**config.mk**
```make
export PLATFORM = sky130hd
export DESIGN_NAME = rr_arb4
export DESIGN_NICKNAME = d
export VERILOG_FILES = /design/src/rtl/rr_arb_pkg.sv /design/src/rtl/rr_arb4_mux4.sv /design/src/rtl/rr_arb4.sv
export SDC_FILE = /design/constraint.sdc
export NUM_CORES = 1
export LEC_CHECK = 0
export ABC_AREA = 1
export BUFFER_PORTS_ARGS = -buffer_cell sky130_fd_sc_hd__buf_2
export CORE_MARGIN = 10
export CORE_UTILIZATION = 39
export DETAILED_ROUTE_END_ITERATION = 16
export PLACE_DENSITY = 0.9
export SYNTH_ARGS = -nofsm -noshare
export SYNTH_HDL_FRONTEND = slang
export SYNTH_HIERARCHICAL = 1
export SYNTH_SLANG_ARGS = --single-unit
```
**constraint.sdc**
```tcl
create_clock -name clk -period 4.7 [get_ports clk]
set_input_delay 0.235 -clock clk [delete_from_list [all_inputs] [get_ports clk]]
set_output_delay 0.235 -clock clk [all_outputs]
set_load 0.02 [all_outputs]
```
**src/rtl/rr_arb_pkg.sv**
```systemverilog
// Shared types and sizing for the four-way round-robin arbiter.
package rr_arb_pkg;

    typedef enum logic {
        ARB_IDLE,
        ARB_BUSY
    } arb_state_t;

    localparam int ARB_N = 4;
    localparam int SEL_W = 2;

endpackage

```
**src/rtl/rr_arb4_mux4.sv**
```systemverilog
// Four-input payload multiplexer steered by the arbiter's registered grant index.
module rr_arb4_mux4 #(
    parameter int DATA_WIDTH = 32
) (
    input  logic [1:0]            sel,
    input  logic [DATA_WIDTH-1:0] d0,
    input  logic [DATA_WIDTH-1:0] d1,
    input  logic [DATA_WIDTH-1:0] d2,
    input  logic [DATA_WIDTH-1:0] d3,
    output logic [DATA_WIDTH-1:0] y
);

    always_comb begin
        unique case (sel)
            2'd0: y = d0;
            2'd1: y = d1;
            2'd2: y = d2;
            default: y = d3;
        endcase
    end

endmodule

```
**src/rtl/rr_arb4.sv**
```systemverilog
// Four-requester round-robin arbiter in front of one valid/ready port.
// Optional back-pressure counter (stall_cnt) is built when RR_ARB_STALL_CNT_EN is defined.
module rr_arb4
    import rr_arb_pkg::*;
#(
    parameter int DATA_WIDTH = 32
) (
    input  logic                  clk,
    input  logic                  rst_n,
    input  logic [ARB_N-1:0]      req_valid,
    input  logic [DATA_WIDTH-1:0] req_data0,
    input  logic [DATA_WIDTH-1:0] req_data1,
    input  logic [DATA_WIDTH-1:0] req_data2,
    input  logic [DATA_WIDTH-1:0] req_data3,
    output logic [ARB_N-1:0]      req_ready,
    output logic                  out_valid,
    input  logic                  out_ready,
    output logic [DATA_WIDTH-1:0] out_data,
    output logic [SEL_W-1:0]      out_sel
`ifdef RR_ARB_STALL_CNT_EN
    ,
    output logic [15:0]           stall_cnt
`endif
);

    arb_state_t       state, state_nxt;
    logic             out_valid_nxt;
    logic [SEL_W-1:0] sel_nxt;
    logic [SEL_W-1:0] last, last_nxt;
    logic [SEL_W-1:0] base;
    logic [SEL_W-1:0] winner;
    logic             handshake;
    logic             any_valid;

    // Rotate so the requester after 'base' sits at bit 0, take the lowest set bit, rotate back.
    function automatic logic [SEL_W-1:0] rr_pick(input logic [ARB_N-1:0] valid,
                                                 input logic [SEL_W-1:0] base_idx);
        logic [SEL_W-1:0] start;
        logic [ARB_N-1:0] rot;
        logic [SEL_W-1:0] idx;
        start = base_idx + SEL_W'(1);
        rot   = ARB_N'({valid, valid} >> start);
        idx   = '0;
        for (int i = ARB_N - 1; i >= 0; i--) begin
            if (rot[i]) idx = SEL_W'(i);
        end
        return idx + start;
    endfunction

    assign handshake = out_valid & out_ready;
    assign any_valid = |req_valid;
    // While busy the grant being retired becomes the new 'last' on this same edge.
    assign base      = (state == ARB_BUSY) ? out_sel : last;
    assign winner    = rr_pick(req_valid, base);
    assign req_ready = handshake ? (ARB_N'(1) << out_sel) : '0;

    // NOTE: every always_comb output gets a default first so no path leaves it unassigned (no latch).
    always_comb begin
        state_nxt     = state;
        out_valid_nxt = out_valid;
        sel_nxt       = out_sel;
        last_nxt      = last;
        unique case (state)
            ARB_IDLE: begin
                if (any_valid) begin
                    state_nxt     = ARB_BUSY;
                    out_valid_nxt = 1'b1;
                    sel_nxt       = winner;
                end
            end
            ARB_BUSY: begin
                if (handshake) begin
                    last_nxt = out_sel;
                    if (any_valid) begin
                        sel_nxt = winner;
                    end else begin
                        state_nxt     = ARB_IDLE;
                        out_valid_nxt = 1'b0;
                    end
                end
            end
            default: state_nxt = ARB_IDLE;
        endcase
    end

    // NOTE: sequential state uses non-blocking assignments so every register samples pre-edge values.
    always_ff @(posedge clk or negedge rst_n) begin
        if (!rst_n) begin
            state     <= ARB_IDLE;
            out_valid <= 1'b0;
            out_sel   <= '0;
            last      <= SEL_W'(ARB_N - 1);
        end else begin
            state     <= state_nxt;
            out_valid <= out_valid_nxt;
            out_sel   <= sel_nxt;
            last      <= last_nxt;
        end
    end

`ifdef RR_ARB_STALL_CNT_EN
    always_ff @(posedge clk or negedge rst_n) begin
        if (!rst_n) begin
            stall_cnt <= '0;
        end else if (out_valid && !out_ready && stall_cnt != 16'hFFFF) begin
            stall_cnt <= stall_cnt + 16'd1;
        end
    end
`endif

    rr_arb4_mux4 #(
        .DATA_WIDTH(DATA_WIDTH)
    ) u_mux4 (
        .sel(out_sel),
        .d0 (req_data0),
        .d1 (req_data1),
        .d2 (req_data2),
        .d3 (req_data3),
        .y  (out_data)
    );

endmodule
```
# ---- Yosys cells after proc, flatten, opt, wreduce, memory -nomap -nowiden
# Index checks and enable logic that the tools add are counted.
dict set report op_classes {
  add_sub_neg 2
  n_eq_ne 5
  shift 2
  mux 17
  bitwise_logic 2
  reduce_logical 4
}
# op n
set op_table {}
lappend op_table {{case mux 32 bit (3 select lines)} 1}
lappend op_table {{two-way mux 2 bit} 7}
lappend op_table {{right shift 8 x 2 -> 4 bit} 1}
lappend op_table {{two-way mux 1 bit} 5}
lappend op_table {{two-way mux 4 bit} 1}
lappend op_table {{inequality test 2 bit, second input constant} 2}
lappend op_table {{case mux 1 bit (2 select lines)} 2}
lappend op_table {{case mux 2 bit (2 select lines)} 1}
lappend op_table {{OR reduction 4 bit} 1}
lappend op_table {{left shift 1 x 2 -> 4 bit, first input constant} 1}
lappend op_table {{AND reduction 3 bit} 1}
lappend op_table {{adder 2 x 1 -> 2 bit, second input constant} 1}
lappend op_table {{adder 2 bit} 1}
lappend op_table {{equality test 2 x 1 -> 1 bit, second input constant} 1}
lappend op_table {{equality test 2 bit, second input constant} 1}
lappend op_table {{logical NOT 2 bit} 1}
lappend op_table {{inequality test 2 x 1 -> 1 bit, second input constant} 1}
lappend op_table {{AND reduction 2 bit} 1}
lappend op_table {{AND 1 bit} 1}
lappend op_table {{inverter 1 bit} 1}
dict set report word_totals {
  reg_bits 6
}

# ---- Logic depth before layout (Yosys ltp)
# Gate-level depths: netlist of run 1.
dict set report depth {
  depth_word 11
  depth_mapped 15
  mapped_depth_nobuf 15
}

# ---- By module
# The synthesis of run 1 kept the hierarchy.
# mod instances cells_per_inst area_per_inst_um2 seq_area_each_um2
set by_module_without_submodules {}
lappend by_module_without_submodules {rr_arb4_mux4 1 186 1078.5 0.0}
lappend by_module_without_submodules {rr_arb4 1 103 623.1 152.6}

# ---- Least setup slack after synthesis of run 1
# No wires, ideal clock.
dict set report synth_path {
  path_kind {register to register}
  startpoint {register out_sel[0]}
  endpoint {register out_sel[1]}
  setup_time_ps 117
  t_arrival_ps 1897
  required_ps 4583
  path_slack_ps 2686
  stages_incl_launch_ff 15
  period_less_slack_ps 2014
  cell_sequence {dfrtp_1 -> inv_1 -> nand2_1 -> nand2_4 -> nand2_4 -> nand2_4 -> nand2_2 -> nand2_2 -> a31oi_1 -> nor2_1 -> ha_1 -> xor2_1 -> nand3_1 -> nand3_1 -> nand2_1}
}
dict set report synth_via {
  elab_chain_cells 11
}
# item line
set synth_rtl {}
lappend synth_rtl {{from (decl)} rr_arb4.sv:19} ;# output logic [SEL_W-1:0] out_sel
lappend synth_rtl {{from (signal assigned)} rr_arb4.sv:96} ;# out_sel <= sel_nxt;
lappend synth_rtl {{two-way mux 2 bit *} rr_arb4.sv:53} ;# assign base = (state == ARB_BUSY) ? out_sel : last;
lappend synth_rtl {{adder 2 x 1 -> 2 bit *} rr_arb4.sv:41} ;# start = base_idx + SEL_W'(1);
lappend synth_rtl {{right shift 8 x 2 -> 4 bit} rr_arb4.sv:42} ;# rot = ARB_N'({valid, valid} >> start);
lappend synth_rtl {{two-way mux 2 bit (4 in series)} rr_arb4.sv:45} ;# if (rot[i]) idx = SEL_W'(i);
lappend synth_rtl {{adder 2 bit *} rr_arb4.sv:47} ;# return idx + start;
lappend synth_rtl {{two-way mux 2 bit *} {rr_arb4.sv:65, rr_arb4.sv:74}}
lappend synth_rtl {{two-way mux 2 bit} rr_arb4.sv:72} ;# if (handshake) begin
lappend synth_rtl {{case mux 2 bit (2 select lines) *} rr_arb4.sv:63} ;# unique case (state)
# Mark *: on every way between the ends. The rest lies on a longest branch, timed or not. The select of a mux whose other input is x is not followed.
# A chain may end at the register's enable or synchronous reset.

# ---- Final worst setup path of run 1
dict set report layout_path {
  startpoint {register out_sel[0]}
  endpoint {output port out_data[2]}
}
dict set report layout_via {
  elab_chain_cells 2
}
# item line
set layout_rtl {}
lappend layout_rtl {{equality test 2 bit (tied with other cells)} rr_arb4_mux4.sv:14} ;# unique case (sel)
lappend layout_rtl {{case mux 32 bit (3 select lines) *} rr_arb4_mux4.sv:14}
lappend layout_rtl {{to (decl)} rr_arb4.sv:18} ;# output logic [DATA_WIDTH-1:0] out_data,
# Mark *: on every way between the ends. The rest lies on a longest branch, timed or not.

==> flow_summary.yaml, run 1 <==
run_status:
  outcome: "completed"
detailed_routing:
  drt_pass1_iterations: 4
  via_count: 2598
  wl_mm: 8.08
  ant_nets: 0
  detailedRoute.firstIterationViolations: 202
  viasPerCell: 5.25
  routedWlPerCell_um: 16.3
  drc: 0
synth:
  seq_area_frac_synth: 0.0897
  syn_nets: 425
  yosysWarningCount: 6
  synth_area_per_cell_um2: 5.89
  ys_seq_elements: 6
  synthCells: 289
  synth_cell_types: 23
  syn_area_um2: 1700
critical_path:
  crit_fanout: 68
  crit_type: "reg -> out"
  critPathRequiredTime_ns: 4.47
  cp-start-kind: "register"
  worst_setup_path_end_kind: "output pin"
  crit_arrival_ns: 2.57
power:
  leakage_nw: 1.38
  ir_drop_v: 0.000651
  power.density_nw_per_um2: 658
cells_and_area:
  num-nets-final: 583
  fillers: 381
  num_antenna_cells: 0
  area_growth_pct: 46.0
  design_area_um2: 2480
  drive_above_1_share: 0.474
timing:
  fmax_mhz: 357
  grt_setup_unrepaired: "no"
  max_slew_margin: 0.147
  slew_viol_final: 0
  finalHoldViolCount: 0
  fin_skew_ns: 0.00690
  setup_tns_ns: 0
  period_share: 0.596
  tightest_slew_ns: 1.28
  min_period_ns: 2.80
  setup_viol: 0
die:
  ios: 174
  core_area_um2: 4120
  die_area_um2: 7410
  dieWidth_um: 86.1
  rows: 23
  initial_core_util: 0.413
  die_h_um: 86.1
placed_design:
  placedInstanceArea_um2: 2430
  gp_congestion: 0.925
  port_buffers: 173
  place_hpwl_mm: 6.49
cts:
  numCtsBuffers: 3
  cts_sinks: 6
  root_buffer: "clkbuf_8"
  cts_buffer_depth: 2
  insertion_delay_ns: 0.23
  cts_tree: "done"
  h-tree-depth: 1
  clkTransAtPathRegs_ns: 0.04
grt:
  grt_pass1_vias: 2338
  antenna_found_initial: 0
  overflow: 0
  grt_util_all_layers: 0.192
  grt_start_max_net_pins: 69
  grt_first_pass_wirelength_mm: 12.0
hold_path:
  hp-class: "in -> reg"
flow_run:
  drv_cap: 0
[cells in the final DEF, fill, tap and decap left out]
cell type | synthesis | layout
a31oi_1 | 1 | 1
buf_2 | 8 | 173
buf_4 | 6 | 2
clkbuf_8 | 0 | 3
dfrtp_1 | 4 | 2
dfrtp_2 | 0 | 2
dfstp_2 | 2 | 2
dlygate4sd3_1 | 0 | 1
ha_1 | 1 | 1
inv_1 | 11 | 11
inv_2 | 3 | 3
nand2_1 | 83 | 83
nand2_2 | 7 | 7
nand2_4 | 7 | 7
nand3_1 | 89 | 89
nand3_2 | 10 | 10
nand4_1 | 32 | 32
nor2_1 | 3 | 3
nor2_2 | 2 | 2
nor3_1 | 4 | 4
nor4_1 | 1 | 1
o21ai_0 | 5 | 5
xor2_1 | 1 | 1
[layer usage]
metal,GRT usage,vias to the layer above,wire length (um)
met4,0.0359,0,121
met1,0.217,1135,3010
li1,-,1326,-
met3,0.0558,14,778
met5,0,-,0
met2,0.346,123,4170
[synth_stat cells, drive strengths merged]
cell type / n / area share
nor2: 5 / 0.014
inv: 14 / 0.031
nand4: 32 / 0.12
dfstp: 2 / 0.031
nand2: 97 / 0.26
ha: 1 / 0.0074
nor4: 1 / 0.0037
o21ai: 5 / 0.015
dfrtp: 4 / 0.059
nand3: 99 / 0.32
xor2: 1 / 0.0051
buf: 23 / 0.13
nor3: 4 / 0.012
a31oi: 1 / 0.0037
[flip-flops by register name, summed over array words and instances (netlist names)]
register	flops
last	2
out_valid	1
out_sel	2
state	1
[power breakdown]
part	internal [mW]	switching, mW	total [mW]
Clock	0.0551	0.0234	0.0785
Sequential	0.0755	0.0401	0.116
Combinational	0.453	0.987	1.44
Total	0.584	1.05	1.63
[final timing paths]
| path | from | endpoint | slack [ns] | depth (start not counted) |
|---|---|---|---|---|
| max in group asynchronous | rst_n | last[0]$_DFFE_PN1P_ | 4.09 | 2 |
| min reg2reg | last[1]$_DFFE_PN1P_ | last[1]$_DFFE_PN1P_ | 0.52 | 2 |
| max reg2reg | out_sel[0]$_DFFE_PN0P_ | out_sel[1]$_DFFE_PN0P_ | 2.08 | 15 |
| max | out_sel[0]$_DFFE_PN0P_ | out_data[2] | 1.90 | 5 |
| min in group asynchronous | rst_n | state$_DFF_PN0_ | 0.37 | 2 |
| min | req_valid[0] | state$_DFF_PN0_ | 0.28 | 3 |
[through the flow]
| stage | total power, mW | hold WS, ns | std cells | util | setup slack [ns] |
|---|---|---|---|---|---|
| 6_report | 1.63 | 0.277 | 495 | 0.604 | 1.90 |
| 5_1_grt | 1.79 | 0.310 | 495 | 0.604 | 1.71 |
| 4_1_cts | 1.64 | 0.283 | 495 | 0.604 | 1.92 |
| 3_5_place_dp | 1.56 | 0.0705 | 491 | 0.591 | 2.06 |
| 3_3_place_gp | 1.53 | 0.0661 | 491 | 0.591 | 2.19 |
| 2_1_floorplan | 1.27 | -0.0606 | 289 | - | 2.69 |
[cells by family (layout without fill, tap and decap cells)]
logic type               Yosys count  count (layout)  synth area share
AO/OA/AOI/OAI                      6               6            0.0184
XOR/XNOR                           1               1           0.00515
adder cells (fa/ha/maj)            1               1           0.00735
buffers and inverters             37             193             0.157
flip-flops                         6               6            0.0897
AND/OR/NAND/NOR                  238             238             0.723
[what timing repair did]
action,4_1_cts,5_1_grt
endpoints found under the hold margin,4,0
setup endpoints to repair,0,0
hold buffers,1,0
buffers inserted,0,0
resized for setup,0,0
[critical path: stages (launching register included)]
cell and delay [ns]:
dfrtp_2 0.42, buf_4 0.33, nor2_2 1.05, nand2_1 0.16
nand4_1 0.15, buf_2 0.18
[area by class of cell]
class / count / area [um2] / area share
tap: 50 / 62.6 / 0.0252
timing repair buffer: 176 / 891 / 0.359
inverter: 14 / 52.6 / 0.0211
multi-input combinational: 246 / 1280 / 0.516
sequential: 6 / 155 / 0.0624
clock buffer: 3 / 41.3 / 0.0166
(Power assumes the default switching activity.)
==> inputs of run 2 (changes only) <==
- CORE_UTILIZATION: 39 -> 33
- PLACE_DENSITY: 0.9 -> 0.82
- clock period: 4.7 -> 2.4 ns (I/O delays scaled with it)
==> flow_summary.yaml, run 2 (synthesis gave the netlist of run 1 again) <==
placed_design:
  gp_congestion: 0.833
  placedCellCount: 515
  port_buffers: 173
  place_hpwl_mm: 6.60
  dpl_worst_slack_ns: 0.394
power:
  p_int_mw: 1.23
  power_mw: 3.31
  seq_power_share: 0.059
  swShare: 0.629
  p_clk_frac: 0.046
  p_comb_frac: 0.895
  p_sw_mw: 2.08
  ir_drop_v: 0.00117
  leakage_nw: 1.41
  power.density_nw_per_um2: 1290
cells_and_area:
  final_common_cell: "buf_2"
  most-common-layout-cells: "173 x buf_2, 89 x nand3_1, 83 x nand2_1"
  utilization: 0.509
  area_growth_pct: 50.7
  stdcell_count: 519
  top_regs: "last: 2 flops, out_sel: 2 flops"
  num-nets-final: 587
  num_antenna_cells: 0
  drive_above_1_share: 0.479
cts:
  h-tree-depth: 1
  clkTransAtPathRegs_ns: 0.04
  cts_tree: "done"
  postCtsSetupRepairBufs: 0
  insertion_delay_ns: 0.22
  cts_buffer_depth: 2
  root_buffer: "clkbuf_8"
  numCtsBuffers: 3
  cts_sinks: 6
hold_path:
  hp-class: "in -> reg"
timing:
  period_share: 0.865
  setup_viol: 0
  finalHoldViolCount: 0
  min_period_ns: 2.08
  fmax_mhz: 482
  slew_viol_final: 0
  fin_skew_ns: 0.00339
  tightest_slew_ns: 0.552
  layout_setup_ws_ns: 0.323
  max_slew_margin: 0.629
  setup_tns_ns: 0
  grt_setup_unrepaired: "no"
detailed_routing:
  wl_met2_mm: 4.19
  wl_met3_um: 751
  top_layer: "met4"
  wl_met1_mm: 3.19
  drt_pass1_iterations: 4
  viasPerCell: 5.17
  detailedRoute.firstIterationViolations: 162
  drc: 0
  ant_nets: 0
  wl_mm: 8.16
  via_count: 2681
  routedWlPerCell_um: 15.7
critical_path:
  crit_type: "reg -> out"
  crit_fanout: 37
  crit_arrival_ns: 1.96
  slowest_delay_ns: 0.47
  crit_family: "buffers and inverters"
  worst_setup_path_end_kind: "output pin"
  crit_chain: "buf_4, nor2_2, buf_12, nand2_1, nand4_1, buf_2"
  crit_slowest_cell: "nor2_2"
  critPathRequiredTime_ns: 2.28
  cp-start-kind: "register"
  crit_buf_inv: 3
die:
  die_area_um2: 8430
  die_h_um: 91.8
  dieWidth_um: 91.8
  initial_core_util: 0.337
  ios: 174
  core_area_um2: 5040
  rows: 26
run_status:
  outcome: "completed"
grt:
  grt_first_pass_wirelength_mm: 12.4
  grt_start_max_net_pins: 67
  antenna_found_initial: 0
  grt_pass1_vias: 2463
  overflow: 0
  grt_util_all_layers: 0.171
flow_run:
  drv_cap: 0
-- run 2: cell count changes in the layout (fill, tap and decap cells not counted), sizes merged --
cell	previous run	this run
buf	175	179
-- run 2: repair_timing --
action,4_1_cts,5_1_grt
hold buffers,1,0
hold endpoints to repair,6,0
gates resized for setup,0,0
-- run 2: path summary, 6_finish.rpt --
kind                                          endpoint                    from  depth (start not counted)  slack (ns)
worst max register to register  out_sel[1]$_DFFE_PN0P_     last[0]$_DFFE_PN1P_                         14        0.38
max in group asynchronous          last[1]$_DFFE_PN1P_                   rst_n                          2        1.92
worst max-delay path                      out_data[30]  out_sel[0]$_DFFE_PN0P_                          6        0.32
min in group asynchronous              state$_DFF_PN0_                   rst_n                          2        0.25
worst min-delay path                   state$_DFF_PN0_            req_valid[0]                          3        0.19
worst min register to register     last[1]$_DFFE_PN1P_     last[1]$_DFFE_PN1P_                          2        0.51
-- run 2: layout make-up --
type	instances	area, um2
tap	70	87.6
multi-input combinational	246	1280
sequential	6	155
inverter	14	52.6
fill	529	2480
clock buffer	3	41.3
timing repair buffer	180	946
-- run 2: through the flow --
step,hold slack [ns],area [um2]
2_1_floorplan,-0.176,1700
3_3_place_gp,-0.0467,2510
3_5_place_dp,-0.0426,2510
4_1_cts,0.175,2560
5_1_grt,0.198,2560
6_report,0.185,2560
-- run 2: routing by layer --
layer  up-vias  track usage
li1       1331            -
met1      1221        0.200
met2       125        0.312
met3         4       0.0473
met4         0       0.0193
met5         -            0
-- run 2: worst min-delay path: stages --
cell and delay [ns]:
buf_2 0.11, nor4_1 0.08, nand2_1 0.06
-- run 2: power groups by stage --
stage          Sequential, mW  Combinational [mW]  Clock (mW)
2_1_floorplan           0.219                2.26           0
3_3_place_gp            0.193                2.93           0
3_5_place_dp            0.196                2.97           0
4_1_cts                 0.196                2.98       0.158
5_1_grt                 0.202                3.23       0.167
6_report                0.196                2.96       0.151
==> inputs of run 3 (changes only) <==
- CTS_BUF_LIST: default -> sky130_fd_sc_hd__clkbuf_16
- REMOVE_ABC_BUFFERS: default -> 1
==> flow_summary.yaml, run 3 (synthesis gave the netlist of run 1 again) <==
run_status:
  outcome: "completed"
flow_run:
  drv_cap: 0
cells_and_area:
  num_antenna_cells: 0
  num-nets-final: 585
  most-common-layout-cells: "173 x buf_2, 89 x nand3_1, 83 x nand2_1"
  top_regs: "last: 2 flops, out_sel: 2 flops"
  area_growth_pct: 50.8
  stdcell_count: 518
  drive_above_1_share: 0.475
  fillers: 507
  final_common_cell: "buf_2"
grt:
  grt_util_all_layers: 0.172
  grt_pass1_vias: 2514
  grt_first_pass_wirelength_mm: 12.5
  antenna_found_initial: 0
  overflow: 0
  grt_start_max_net_pins: 69
cts:
  h-tree-depth: 1
  postCtsSetupRepairBufs: 0
  cts_buffer_depth: 2
  insertion_delay_ns: 0.23
  numCtsBuffers: 3
  root_buffer: "clkbuf_16"
  clkTransAtPathRegs_ns: 0.04
  cts_sinks: 6
  cts_tree: "done"
hold_path:
  min_to: "state$_DFF_PN0_"
  hold_depth: 3
  hp-class: "in -> reg"
  hp-start: "req_valid[0]"
die:
  core_area_um2: 5040
  rows: 26
  die_h_um: 91.8
  ios: 174
  die_area_um2: 8430
  dieWidth_um: 91.8
  initial_core_util: 0.337
power:
  p_sw_mw: 2.07
  power.density_nw_per_um2: 1300
  seq_power_share: 0.056
  leakage_nw: 1.41
  swShare: 0.619
  ir_drop_v: 0.000663
  power_mw: 3.34
  p_comb_frac: 0.862
  p_clk_frac: 0.082
  p_int_mw: 1.27
timing:
  setup_viol: 0
  min_period_ns: 2.23
  fmax_mhz: 448
  period_share: 0.929
  max_slew_margin: 0.531
  finalHoldViolCount: 0
  fin_skew_ns: 0.00545
  tightest_slew_ns: 0.704
  grt_setup_unrepaired: "no"
  slew_viol_final: 0
critical_path:
  regToRegEndpoint: "out_sel[1]$_DFFE_PN0P_"
  crit_fanout: 68
  reg2reg_depth: 14
  crit_arrival_ns: 2.11
  critPathRequiredTime_ns: 2.28
  cp-start-kind: "register"
  reg2reg_slack_ns: 0.46
  crit_type: "reg -> out"
  worst_setup_path_end_kind: "output pin"
  crit-reg2reg-launch: "last[0]$_DFFE_PN1P_"
placed_design:
  port_buffers: 173
  gp_congestion: 0.880
  place_hpwl_mm: 6.56
  placedCellCount: 513
detailed_routing:
  drt_pass1_iterations: 5
  routedWlPerCell_um: 15.6
  detailedRoute.firstIterationViolations: 198
  wl_mm: 8.11
  via_count: 2679
  drc: 0
  viasPerCell: 5.17
  ant_nets: 0
## run 3: per-stage QoR
step | instance area (um2) | setup TNS, ns | utilization | hold slack (ns) | setup WS [ns]
CTS | 2560 | 0 | 0.508 | 0.174 | 0.133
detailed placement | 2470 | 0 | 0.491 | -0.0486 | 0.383
global placement | 2470 | 0 | 0.491 | -0.0499 | 0.409
finish | 2570 | 0 | 0.509 | 0.170 | 0.170
global route | 2570 | 0 | 0.509 | 0.204 | 0.00143
floorplan | 1490 | -11.20 | - | -0.176 | -0.853
## run 3: power by group through the flow
stage               Combinational, mW  Clock, mW  Sequential (mW)
floorplan                        1.71          0            0.439
global placement                 2.85          0            0.183
detailed placement               2.88          0            0.186
CTS                              2.89      0.278            0.186
global route                     3.17      0.284            0.195
finish                           2.88      0.274            0.188
## run 3: worst max path at each step
| stage | start | to | depth (start not counted) |
|---|---|---|---|
| global placement | out_sel[1]$_DFFE_PN0P_ | out_data[5] | 5 |
| CTS | out_sel[1]$_DFFE_PN0P_ | out_data[5] | 5 |
| global route | out_sel[0]$_DFFE_PN0P_ | out_data[30] | 5 |
| detailed placement | out_sel[1]$_DFFE_PN0P_ | out_data[5] | 5 |
| finish | out_sel[0]$_DFFE_PN0P_ | out_data[30] | 5 |
| floorplan | out_sel[0]$_DFFE_PN0P_ | out_sel[1]$_DFFE_PN0P_ | 12 |
## run 3: critical path, cell delays in order, from the launching register on
cell and delay [ns]:
dfrtp_2 0.38, buf_4 0.57, inv_2 0.44, nand3_1 0.18, nand4_1 0.12, buf_2 0.18
## run 3: area by class of cell
type | instances | area [um2] | share of cell area
timing repair buffer | 178 | 910 | 0.354
sequential | 6 | 155 | 0.0605
clock buffer | 3 | 75.1 | 0.0293
tap | 70 | 87.6 | 0.0341
multi-input combinational | 246 | 1280 | 0.500
inverter | 14 | 52.6 | 0.0205
clock inverter | 1 | 3.75 | 0.00146
## run 3: repair_timing
action | 4_1_cts | 5_1_grt
hold endpoints to repair | 6 | 0
gates resized for setup | 0 | 1
setup endpoints to repair | 0 | 3
hold buffers | 1 | 0
## run 3: layer usage
layer	global-route usage	wire length, um	vias to the layer above
met1	0.200	3130	1177
met3	0.0448	775	8
met2	0.313	4100	166
met4	0.0296	95	0
met5	0	0	-
li1	-	-	1328
